[src/rtl/axi_ram_arbiter.sv]
// axi_ram_arbiter: round-robin arbiter sharing one word-addressed RAM between two requesters
module axi_ram_arbiter #(
    parameter int ADDR_WIDTH = 10,
    parameter int TIMEOUT    = 15
) (
    input  logic                  AXI_RAM_ARB_Clk,
    input  logic                  AXI_RAM_ARB_Reset_InLow,
    input  logic                  AXI_RAM_ARB_Req0_Valid,
    input  logic                  AXI_RAM_ARB_Req0_Write,
    input  logic [ADDR_WIDTH-1:0] AXI_RAM_ARB_Req0_Addr,
    input  logic [31:0]           AXI_RAM_ARB_Req0_WData,
    output logic                  AXI_RAM_ARB_Req0_Ready,
    output logic                  AXI_RAM_ARB_Req0_Resp_Valid,
    input  logic                  AXI_RAM_ARB_Req1_Valid,
    input  logic                  AXI_RAM_ARB_Req1_Write,
    input  logic [ADDR_WIDTH-1:0] AXI_RAM_ARB_Req1_Addr,
    input  logic [31:0]           AXI_RAM_ARB_Req1_WData,
    output logic                  AXI_RAM_ARB_Req1_Ready,
    output logic                  AXI_RAM_ARB_Req1_Resp_Valid,
    output logic [31:0]           AXI_RAM_ARB_Resp_RData,
    output logic                  AXI_RAM_ARB_Resp_Err,
    output logic                  AXI_RAM_ARB_Busy,
    output logic                  AXI_RAM_ARB_Ram_Read_Ready,
    output logic                  AXI_RAM_ARB_Ram_Write_Valid,
    output logic [ADDR_WIDTH-1:0] AXI_RAM_ARB_Ram_Address,
    output logic [31:0]           AXI_RAM_ARB_Ram_Data_In,
    input  logic                  AXI_RAM_ARB_Ram_Read_Valid,
    input  logic                  AXI_RAM_ARB_Ram_Write_Ready,
    input  logic [31:0]           AXI_RAM_ARB_Ram_Data_Out
);
    typedef enum logic [1:0] {IDLE, ISSUE, RESP} state_e;
    localparam logic [3:0] TO = 4'(TIMEOUT);
    state_e                state_q, state_d;
    logic                  ptr_q, ptr_d, lvld_q, lvld_d, gid_q, gid_d, wr_q, wr_d, err_q, err_d;
    logic [ADDR_WIDTH-1:0] addr_q, addr_d;
    logic [31:0]           wdata_q, wdata_d, rdata_q, rdata_d;
    logic [3:0]            cnt_q, cnt_d, cnt_inc;
    logic                  gnt, hs, rdy0, rdy1;

    // Under contention the requester not served last wins; before any completion requester 0 wins
    assign gnt     = (AXI_RAM_ARB_Req0_Valid & AXI_RAM_ARB_Req1_Valid) ? (lvld_q & ~ptr_q) : AXI_RAM_ARB_Req1_Valid;
    assign hs      = wr_q ? AXI_RAM_ARB_Ram_Write_Ready : AXI_RAM_ARB_Ram_Read_Valid;
    assign cnt_inc = cnt_q + 4'd1;

    // State, latched request and response registers
    always_ff @(posedge AXI_RAM_ARB_Clk or negedge AXI_RAM_ARB_Reset_InLow) begin
        if (!AXI_RAM_ARB_Reset_InLow) begin
            state_q <= IDLE;
            ptr_q   <= 1'b0;
            lvld_q  <= 1'b0;
            gid_q   <= 1'b0;
            wr_q    <= 1'b0;
            addr_q  <= '0;
            wdata_q <= '0;
            cnt_q   <= '0;
            rdata_q <= '0;
            err_q   <= 1'b0;
        end else begin
            state_q <= state_d;
            ptr_q   <= ptr_d;
            lvld_q  <= lvld_d;
            gid_q   <= gid_d;
            wr_q    <= wr_d;
            addr_q  <= addr_d;
            wdata_q <= wdata_d;
            cnt_q   <= cnt_d;
            rdata_q <= rdata_d;
            err_q   <= err_d;
        end
    end

    // Next state: grant in IDLE, wait for the matching RAM handshake or timeout in ISSUE, report in RESP
    always_comb begin
        state_d = state_q;
        ptr_d   = ptr_q;
        lvld_d  = lvld_q;
        gid_d   = gid_q;
        wr_d    = wr_q;
        addr_d  = addr_q;
        wdata_d = wdata_q;
        cnt_d   = cnt_q;
        rdata_d = rdata_q;
        err_d   = err_q;
        rdy0    = 1'b0;
        rdy1    = 1'b0;
        unique case (state_q)
            IDLE: if (AXI_RAM_ARB_Req0_Valid | AXI_RAM_ARB_Req1_Valid) begin
                rdy0    = ~gnt;
                rdy1    = gnt;
                gid_d   = gnt;
                wr_d    = gnt ? AXI_RAM_ARB_Req1_Write : AXI_RAM_ARB_Req0_Write;
                addr_d  = gnt ? AXI_RAM_ARB_Req1_Addr : AXI_RAM_ARB_Req0_Addr;
                wdata_d = gnt ? AXI_RAM_ARB_Req1_WData : AXI_RAM_ARB_Req0_WData;
                cnt_d   = '0;
                state_d = ISSUE;
            end
            ISSUE: begin
                cnt_d = hs ? cnt_q : cnt_inc;
                if (hs || cnt_inc == TO) begin
                    state_d = RESP;
                    err_d   = ~hs;
                    rdata_d = (hs && !wr_q) ? AXI_RAM_ARB_Ram_Data_Out : '0;
                end
            end
            RESP: begin
                ptr_d   = gid_q;
                lvld_d  = 1'b1;
                state_d = IDLE;
            end
            default: state_d = IDLE;
        endcase
    end

    assign AXI_RAM_ARB_Req0_Ready      = rdy0 & AXI_RAM_ARB_Reset_InLow;
    assign AXI_RAM_ARB_Req1_Ready      = rdy1 & AXI_RAM_ARB_Reset_InLow;
    assign AXI_RAM_ARB_Req0_Resp_Valid = (state_q == RESP) & ~gid_q;
    assign AXI_RAM_ARB_Req1_Resp_Valid = (state_q == RESP) & gid_q;
    assign AXI_RAM_ARB_Resp_RData      = rdata_q;
    assign AXI_RAM_ARB_Resp_Err        = err_q;
    assign AXI_RAM_ARB_Busy            = state_q != IDLE;
    assign AXI_RAM_ARB_Ram_Read_Ready  = (state_q == ISSUE) & ~wr_q;
    assign AXI_RAM_ARB_Ram_Write_Valid = (state_q == ISSUE) & wr_q;
    assign AXI_RAM_ARB_Ram_Address     = addr_q;
    assign AXI_RAM_ARB_Ram_Data_In     = wdata_q;
endmodule

[config.mk]
export PLATFORM = sky130hd
export DESIGN_NAME = axi_ram_arbiter
export DESIGN_NICKNAME = d
export VERILOG_FILES = /design/src/rtl/axi_ram_arbiter.sv
export SDC_FILE = /design/constraint.sdc
export NUM_CORES = 1
export LEC_CHECK = 0
export ABC_AREA = 0
export CORE_ASPECT_RATIO = 1.1
export CORE_MARGIN = 1.5
export CORE_UTILIZATION = 42
export DETAILED_ROUTE_END_ITERATION = 8
export PLACE_DENSITY = 0.86
export SYNTH_ARGS = -nofsm -noshare
export SYNTH_HDL_FRONTEND = slang
export SYNTH_SLANG_ARGS = --single-unit
export TNS_END_PERCENT = 100
[constraint.sdc]
create_clock -name AXI_RAM_ARB_Clk -period 3.2 [get_ports AXI_RAM_ARB_Clk]
set_input_delay 0.48 -clock AXI_RAM_ARB_Clk [delete_from_list [all_inputs] [get_ports AXI_RAM_ARB_Clk]]
set_output_delay 0.48 -clock AXI_RAM_ARB_Clk [all_outputs]
set_load 0.02 [all_outputs]
=== After elaboration in Yosys (flattened, before gate mapping) ===
Index checks and enable logic that the tools add are counted.

* Flip-flop bits (word level): 85
* Input bits: 124
* Output and inout bits: 82
* Logic and storage cells: 57

* Add/sub/neg operators: 1
* Equality and inequality tests: 6
* Muxes and demuxes: 16
* Bitwise operators: 14
* Reductions and logical operators: 10

{| class="wikitable"
|+ Operators with widths
! operator !! number
|-
| $mux 32 || 2
|-
| $mux 10 || 1
|-
| $and 1x1->1 || 8
|-
| $mux 4 || 2
|-
| $pmux 4 s2 || 1
|-
| $mux 1 || 7
|-
| $ne 2x2->1 const B || 3
|-
| $reduce_and 2->1 || 3
|-
| $not 1->1 || 5
|-
| $add 4x1->4 const B || 1
|-
| $eq 4x4->1 const B || 1
|-
| $mux 2 || 2
|-
| $pmux 2 s2 || 1
|-
| $reduce_bool 2->1 || 2
|-
| $reduce_and 3->1 || 1
|-
| $eq 2x1->1 const B || 1
|-
| $eq 2x2->1 const B || 1
|-
| $logic_not 2->1 || 1
|-
| $logic_and 1x1->1 || 1
|-
| $logic_not 1->1 || 1
|-
| $logic_or 1x1->1 || 1
|-
| $or 1x1->1 || 1
|}

=== Depth between registers and ports, before layout ===
Gate-level depths: netlist (run 1).

* Word-level depth: 7
* Mapped depth: 7
* Gate-level depth less buffers: 5

=== Worst setup path after synthesis (run 1) ===
Ideal clock, no wire load.

* Path type: register to output
* Start: register ptr_q
* End: output port AXI_RAM_ARB_Req1_Ready
* Data arrival time: 1.517 ns
* Data required time: 2.720 ns
* Setup slack: 1.203 ns
* Stages on the path, launching flop included: 5
* Path buffers: 1
* Cell sequence: dfrtp_1 > nand2b_4 > a2111oi_4 > buf_6 > and2_1

* Longest elaborated chain between the ends: 6

{| class="wikitable"
|+ Ends and longest elaborated chain
! element !! line !! text
|-
| start, declared || 34 || <nowiki>logic ptr_q, ptr_d, lvld_q, lvld_d, gid_q, gid_d, wr_q, wr_d, err_q, err_d;</nowiki>
|-
| start signal, assigned || 60 || <nowiki>ptr_q <= ptr_d;</nowiki>
|-
| $not 1->1 || 41 || <nowiki>assign gnt = (AXI_RAM_ARB_Req0_Valid & AXI_RAM_ARB_Req1_Valid) ? (lvld_q & ~ptr_q) : AXI_RAM_ARB_Req1_Valid;</nowiki>
|-
| $and 1x1->1 || 41 ||
|-
| $mux 1 || 41 ||
|-
| $mux 1 || 87 || <nowiki>IDLE: if (AXI_RAM_ARB_Req0_Valid | AXI_RAM_ARB_Req1_Valid) begin</nowiki>
|-
| $mux 1 || 86 || <nowiki>unique case (state_q)</nowiki>
|-
| $and 1x1->1 || 115 || <nowiki>assign AXI_RAM_ARB_Req1_Ready = rdy1 & AXI_RAM_ARB_Reset_InLow;</nowiki>
|-
| end, declared || 18 || <nowiki>output logic AXI_RAM_ARB_Req1_Ready,</nowiki>
|}

Every way passes these cells.

=== Worst setup path after layout (run 1) ===
* Start: input port AXI_RAM_ARB_Req1_Valid
* End: output port AXI_RAM_ARB_Req1_Ready

* Longest elaborated chain between the ends: 5
* Elaborated cells on any way between the ends: 6
* Classes of those cells: mux: 3; bitwise: 3

{| class="wikitable"
|+ Ends and longest elaborated chain
! element !! line !! text
|-
| start, declared || 14 || <nowiki>input logic AXI_RAM_ARB_Req1_Valid,</nowiki>
|-
| $and 1x1->1 || 41 ||
|-
| $mux 1 || 41 ||
|-
| $mux 1 (*) || 87 ||
|-
| $mux 1 (*) || 86 ||
|-
| $and 1x1->1 (*) || 115 ||
|}

Mark *: on every way between the ends. The rest lies on a longest branch, timed or not.

==> summary.md, run 1 <==
| Metric | Value |
|---|---|
| Lkg Pwr | 0.00279 uW |
| Chip Width | 93.5 um |
| Pin count of the biggest net entering global routing | 63 |
| Synth Area in Compound Gates | 21.1% |
| Fin. Hold Viols | 0 |
| Initial antenna violation count | 0 |
| FF+latch count, synth | 85 |
| Final core occ | 69.6% |
| Mux contribution to synthesized area | 0.529% |
| Clock Latency Late Sink | 340 ps |
| Max Slew Vio Count | 0 |
| IO Port Bufs | 205 |
| Simple logic cell fraction of the synthesized area | 7.64% |
| TritonCTS clock tree | done |
| CTS sink count | 85 |
| Fraction of layout instances using a drive strength above 1 | 5.88% |
| Area grow syn2layout | 61.5% |
| Die Area | 0.00958 sq mm |
| Design area | 0.00611 sq mm |
| Worst setup SP type | primary input |
| Yosys warnings | 0 |
| Setup Total Neg Slack | 0 ps |
| Main combinational cell family by area after synthesis | compound AO/OA/AOI/OAI gates |
| Via-to-Cell Ratio | 5.36 |
| RSZ-0062 raised after global routing | no |
| Grt ovf | 0 |
| Final setup violation count | 0 |
| Gr usage total | 22.8% |
| Max cap viols | 0 |
| Vias in the first global route | 3485 |
| Post-CTS Setup Bufs | 0 |
| Fmax | 373 MHz |
| Site row count | 36 |
| Routed Antenna Nets | 0 |
| Synth Area in XOR/XNOR | 0.232% |
| Crit end category | output port |
| Core ar. | 0.00878 sq mm |
| Seq/Total Area, Yosys | 56.2% |
| CTS Hold Bufs | 0 |
| Drt initial violations | 323 |
| Post-synth top area cell | dfrtp_1 |
| Hold Path Class | primary input to async pin |
| Num CTS Buffers | 9 |
| Tmin final | 2680 ps |
| Via count | 3524 |
| Clk slew on worst S/H paths | 80 ps |
| CTS resizes | 0 |
| Clock root buffer master | clkbuf_8 |
| Cell Area, Synth | 0.00378 sq mm |
| Power Density | 941 mW/mm^2 |
| WP data arrival | 2200 ps |
| Initial core utilization | 43.1% |
| # DRC | 0 |
| DRT Wirelength | 11100 um |
| Top FF cell, synth | dfrtp_1 |
| First-pass GRT wire length | 16900 um |
| Mapped Cells | 346 |
| Layout Skew | 10.2 ps |
| Area after DPL | 0.00585 sq mm |
| CP Data Required Time | 2720 ps |
| Top-area cell type share of the netlist area | 56.2% |
| Die Y | 103 um |
| GP Congestion | 0.753 |
| Detail Placement HPWL | 8020 um |
| Outcome | completed |
| Synth area leaders | dfrtp_1 56%, a222oi_1 11%, inv_1 8.1% |
| Peak VDD IR | 426 uV |
| Least-Margin Pin Slew | 769 ps |
| Worst rel slew slack | 48.7% |
| H-tree depth | 3 |
| Critical path class | primary input to output port |
| Number of diodes | 0 |
| Synthesized area per cell | 10.9 sq um |
| Drt pass-1 iters | 9 |
| Wire per inst | 16.9 um |
| Clk buf depth | 2 |
| I/O pin count | 206 |
| Async SR Flop Fraction | 100% |
| Synth cell types | 32 |
| Fin crit share | 83.8% |
| Maximum fanout along the worst path | 2 |
| Final net count | 666 |
| EDFF count, synth | 0 |
| Adder-cell share of the synthesized area | 0.662% |
| Net count after synthesis | 472 |
==> synth_stat cells (3+ instances only) <==
master,n
o21ai_0,4
o31ai_1,32
buf_2,7
inv_1,82
nand3_1,36
nor2b_1,4
and2_1,3
nand2b_1,3
a222oi_1,43
clkbuf_4,3
buf_6,4
clkbuf_1,8
buf_4,6
dfrtp_1,85
nor2_1,4
==> sequential cells by signal, summed over array words and instances (netlist names) <==
signal,count
cnt_q,4
AXI_RAM_ARB_Ram_Data_In,32
state_q,2
lvld_q,1
gid_q,1
AXI_RAM_ARB_Ram_Address,10
ptr_q,1
wr_q,1
AXI_RAM_ARB_Resp_RData,32
AXI_RAM_ARB_Resp_Err,1
==> metrics by stage <==
step	power, uW	hold slack [ps]	cells	setup slack, ps
CTS	5800	16.0	658	497
finish	5750	25.0	658	519
global route	6100	46.0	658	432
floorplan	3480	184	346	1200
global placement	4710	399	643	531
detailed placement	4800	398	643	529
==> cell usage in the layout, fill, tap and decap left out <==
cell	instances
o21a_1	1
nand3_1	36
bufinv_16	4
o21ai_4	1
a211oi_1	1
o211a_1	2
clkdlybuf4s50_1	204
o21ba_2	1
clkbuf_1	1
nor2_1	4
nand2b_4	1
inv_1	82
o21ai_0	4
nand2_1	1
or2_2	1
o22ai_1	1
a2111oi_4	1
mux2i_1	2
nand2b_1	3
xnor2_1	1
ha_1	2
and2_1	3
a21bo_2	1
dfrtp_1	85
nor2b_2	3
nor2b_1	1
buf_4	9
a21o_1	2
nand3b_1	1
o31ai_1	32
clkbuf_8	10
a222oi_1	43
==> worst paths after layout <==
kind	startpoint	endpoint	slack (ps)	depth (start not counted)
max in group asynchronous	AXI_RAM_ARB_Reset_InLow	AXI_RAM_ARB_Ram_Address[9]	2100	2
hold / removal	AXI_RAM_ARB_Reset_InLow	AXI_RAM_ARB_Ram_Data_In[26]	30	1
setup / recovery	AXI_RAM_ARB_Req1_Valid	AXI_RAM_ARB_Req1_Ready	520	5
setup reg to reg	state_q[0]	AXI_RAM_ARB_Resp_Err	1290	5
hold reg to reg	AXI_RAM_ARB_Ram_Data_In[31]	AXI_RAM_ARB_Ram_Data_In[31]	490	2
min in group AXI_RAM_ARB_Clk	AXI_RAM_ARB_Ram_Data_In[31]	AXI_RAM_ARB_Ram_Data_In[31]	490	2
==> layer usage <==
| layer | vias up | track usage, % | routed length [um] |
|---|---|---|---|
| met5 | - | 0 | 0 |
| met1 | 1727 | 25.6 | 4230 |
| met4 | 0 | 8.51 | 148 |
| met2 | 165 | 41.6 | 5710 |
| met3 | 14 | 5.97 | 1060 |
| li1 | 1618 | - | - |
==> critical path, cell delays in order <==
cell	delay [ps]
clkdlybuf4s50_1	530
inv_1	110
a2111oi_4	300
and2_1	170
clkdlybuf4s50_1	610
==> cells by family (layout without fill, tap and decap cells) <==
family | count (synthesis) | after routing
buf+inv | 112 | 310
compound gates | 90 | 90
flops | 85 | 85
simple gates | 54 | 54
fa+ha+maj | 2 | 2
mux | 2 | 2
xor+xnor | 1 | 1
==> where the power goes <==
| part | internal [uW] | switching, uW | total (uW) |
|---|---|---|---|
| clock network | 615 | 363 | 978 |
| logic | 1370 | 1550 | 2920 |
| registers | 1550 | 300 | 1850 |
==> cell type report <==
| cell class | count | area, sq um |
|---|---|---|
| fill | 680 | 2670 |
| sequential | 85 | 2130 |
| timing repair buffer | 213 | 2110 |
| multi-input combinational | 149 | 1160 |
| inverter | 82 | 308 |
| tap | 114 | 143 |
| clock buffer | 11 | 141 |
| clock inverter | 4 | 120 |
No activity file was read; power rests on OpenSTA's default activity.
==> run 2, diff against run 1 <==
--- a/config.mk
+++ b/config.mk
@@ -8,9 +8,9 @@
 export ABC_AREA = 0
 export CORE_ASPECT_RATIO = 1.1
 export CORE_MARGIN = 1.5
-export CORE_UTILIZATION = 42
+export CORE_UTILIZATION = 35
 export DETAILED_ROUTE_END_ITERATION = 8
-export PLACE_DENSITY = 0.86
+export PLACE_DENSITY = 0.76
 export SYNTH_ARGS = -nofsm -noshare
 export SYNTH_HDL_FRONTEND = slang
 export SYNTH_SLANG_ARGS = --single-unit
==> constraint.sdc (replaced) <==
create_clock -name AXI_RAM_ARB_Clk -period 2.23 [get_ports AXI_RAM_ARB_Clk]
set_input_delay 0.3345 -clock AXI_RAM_ARB_Clk [delete_from_list [all_inputs] [get_ports AXI_RAM_ARB_Clk]]
set_output_delay 0.3345 -clock AXI_RAM_ARB_Clk [all_outputs]
set_load 0.02 [all_outputs]
==> run 2 against run 1 <==
Sequential share of layout area decreased by 0.73 points. Worst hold slack improved by 320 ps. Flip-flop and latch count unchanged. Cell count increased by 5.2%. Critical endpoint is now AXI_RAM_ARB_Ram_Write_Valid. Critical path depth decreased by 2.
==> summary.md, run 2 (same netlist as run 1, synthesis figures left out) <==
| Metric | Value |
|---|---|
| Lkg Pwr | 0.00285 uW (+2.1%) |
| Crit end category | output port |
| Fin. Hold Viols | 0 (unchanged) |
| Clock root buffer master | clkbuf_16 |
| Num CTS Buffers | 9 (unchanged) |
| Site row count | 39 (+8.3%) |
| Core ar. | 0.0104 sq mm (+19%) |
| Wire per inst | 16.0 um (-5.3%) |
| Initial core utilization | 36.2% (-6.8 points) |
| WP data arrival | 1770 ps (-430 ps) |
| RSZ-0062 raised after global routing | no |
| Area grow syn2layout | 65.0% |
| Fin crit share | 94.5% |
| Clk slew on worst S/H paths | 60 ps (-20 ps) |
| Fillers | 923 (+36%) |
| Via-to-Cell Ratio | 5.05 (-5.7%) |
| Max cap viols | 0 (unchanged) |
| Via count | 3496 (-0.79%) |
| Post-CTS Setup Bufs | 0 (unchanged) |
| Routed Antenna Nets | 0 (unchanged) |
| Final setup violation count | 0 (unchanged) |
| Max Slew Vio Count | 0 (unchanged) |
| Initial antenna violation count | 0 (unchanged) |
| Highest-count cells in the layout ignoring fill and taps | 201 x clkdlybuf4s50_1, 85 x dfrtp_1, 82 x inv_1 |
| First-pass GRT wire length | 17500 um (+3.3%) |
| H-tree depth | 3 (unchanged) |
| Detail Placement HPWL | 8030 um (+0.12%) |
| Critical path class | flop to output port |
| Clk buf depth | 2 (unchanged) |
| Power Density | 1330 mW/mm^2 (+41%) |
| Die Area | 0.0114 sq mm (+19%) |
| Maximum fanout along the worst path | 6 (+4) |
| GP Congestion | 0.716 (-4.9%) |
| CP cell instances | nor2b_4 -> and2_1 -> clkdlybuf4s50_1 |
| CP Data Required Time | 1900 ps (-820 ps) |
| Crit path max-delay cell type | clkdlybuf4s50_1 |
| Layout Skew | 6.22 ps (-3.98 ps) |
| # DRC | 0 (unchanged) |
| Final net count | 670 (+0.60%) |
| Pin count of the biggest net entering global routing | 47 (-25%) |
| Vias in the first global route | 3576 (+2.6%) |
| Fmax | 475 MHz |
| Drt initial violations | 275 (-15%) |
| Grt ovf | 0 (unchanged) |
| Fraction of layout instances using a drive strength above 1 | 6.38% (+0.49 points) |
| TritonCTS clock tree | done |
| Commonest non-fill, non-tap cell in the layout | clkdlybuf4s50_1 |
| Die Y | 112 um (+9.3%) |
| Hold_ws | 346 ps (+321 ps) |
| Least-Margin Pin Slew | 580 ps (-189 ps) |
| IO Port Bufs | 205 (unchanged) |
| Clock Latency Late Sink | 330 ps (about the same) |
| Drt pass-1 iters | 6 (-3) |
| Peak VDD IR | 706 uV (+66%) |
| Outcome | completed |
| Tmin final | 2110 ps |
| I/O pin count | 206 (unchanged) |
| Chip Width | 102 um (+9.2%) |
| Worst setup SP type | flop |
| Register area | 0.00213 sq mm (unchanged) |
| Hold Path Class | primary input to async pin |
| Number of diodes | 0 (unchanged) |
| Multi-input logic area | 0.00117 sq mm (+0.43%) |
| Worst rel slew slack | 61.3% (+13 points) |
| Gr usage total | 19.7% (-3.1 points) |
| Critical Path Max Stage Delay | 620 ps (about the same) |
| CTS sink count | 85 (unchanged) |
| Setup Total Neg Slack | 0 ps (unchanged) |
| DRT Wirelength | 11100 um (-0.43%) |
| Final core occ | 59.8% (-9.8 points) |
-- run 2: changes by cell type in the layout (fill, tap and decap cells not counted), sizes merged --
cell,previous run,this run
dlygate4sd3,0,1
bufinv,4,0
clkdlybuf4s50,204,201
clkinv,0,1
buf,9,12
clkinvlp,0,2
dlygate4sd2,0,2
dlymetal6s2s,0,1
clkbuf,11,13
-- run 2: what timing repair did --
| action | in CTS | in global routing |
|---|---|---|
| endpoints found under the hold margin | 1 | 0 |
| gates resized for setup | 2 | 2 |
| hold buffers | 1 | 0 |
| setup endpoints to repair | 2 | 2 |
-- run 2: critical path: cells and delay by family, from the launching register on --
family	cells	cell delay, ps
AND/OR/NAND/NOR	2	400
buffers and inverters	1	620
flip-flops	1	420
-- run 2: worst paths after layout --
path	startpoint	to	slack (ps)	cells after the start
max in group asynchronous	AXI_RAM_ARB_Reset_InLow	AXI_RAM_ARB_Resp_RData[23]	620	4
hold / removal	AXI_RAM_ARB_Reset_InLow	lvld_q	350	2
setup / recovery	state_q[0]	AXI_RAM_ARB_Ram_Write_Valid	120	3
setup reg to reg	ptr_q	AXI_RAM_ARB_Ram_Data_In[15]	490	5
hold reg to reg	AXI_RAM_ARB_Ram_Data_In[11]	AXI_RAM_ARB_Ram_Data_In[11]	490	2
min in group AXI_RAM_ARB_Clk	AXI_RAM_ARB_Ram_Data_In[11]	AXI_RAM_ARB_Ram_Data_In[11]	490	2
-- run 2: metrics by stage --
| step | power (uW) | worst slack (ps) | std cells | cell area (sq um) |
|---|---|---|---|---|
| 2_1_floorplan | 4990 | 378 | 346 | 3780 |
| 3_3_place_gp | 6870 | -86.7 | 675 | 5940 |
| 3_5_place_dp | 6990 | -90.8 | 675 | 5940 |
| 4_1_cts | 8410 | 11.4 | 692 | 6230 |
| 5_1_grt | 8880 | 17.4 | 692 | 6240 |
| 6_report | 8300 | 124 | 692 | 6240 |
-- run 2: cell type report --
type	count	area share [%]
clock inverter	3	0.321
tap	143	2.87
multi-input combinational	149	18.7
timing repair buffer	217	34.9
inverter	82	4.93
sequential	85	34.1
clock buffer	13	4.17
-- run 2: report_power, final --
part	switching [uW]	leakage, uW	internal [uW]	total [uW]
sequential	428	0.00107	2230	2650
combinational	2230	0.00165	2030	4270
clock	564	0.000132	814	1380
-- run 2: per-layer routing --
metal | share of wire (%) | routed length, um | GRT usage, %
met4 | 1.6 | 174 | 7.49
met2 | 50 | 5590 | 34.7
met5 | 0 | 0 | 0
met1 | 38 | 4210 | 21.9
met3 | 10 | 1130 | 6.23
==> run 3, diff against run 2 <==
--- a/config.mk
+++ b/config.mk
@@ -11,6 +11,7 @@
 export CORE_UTILIZATION = 35
 export DETAILED_ROUTE_END_ITERATION = 8
 export PLACE_DENSITY = 0.76
+export SLEW_MARGIN = 30
 export SYNTH_ARGS = -nofsm -noshare
 export SYNTH_HDL_FRONTEND = slang
 export SYNTH_SLANG_ARGS = --single-unit
==> results of run 3 <==
Final layout, timing and power as in run 2 (identical DEF).
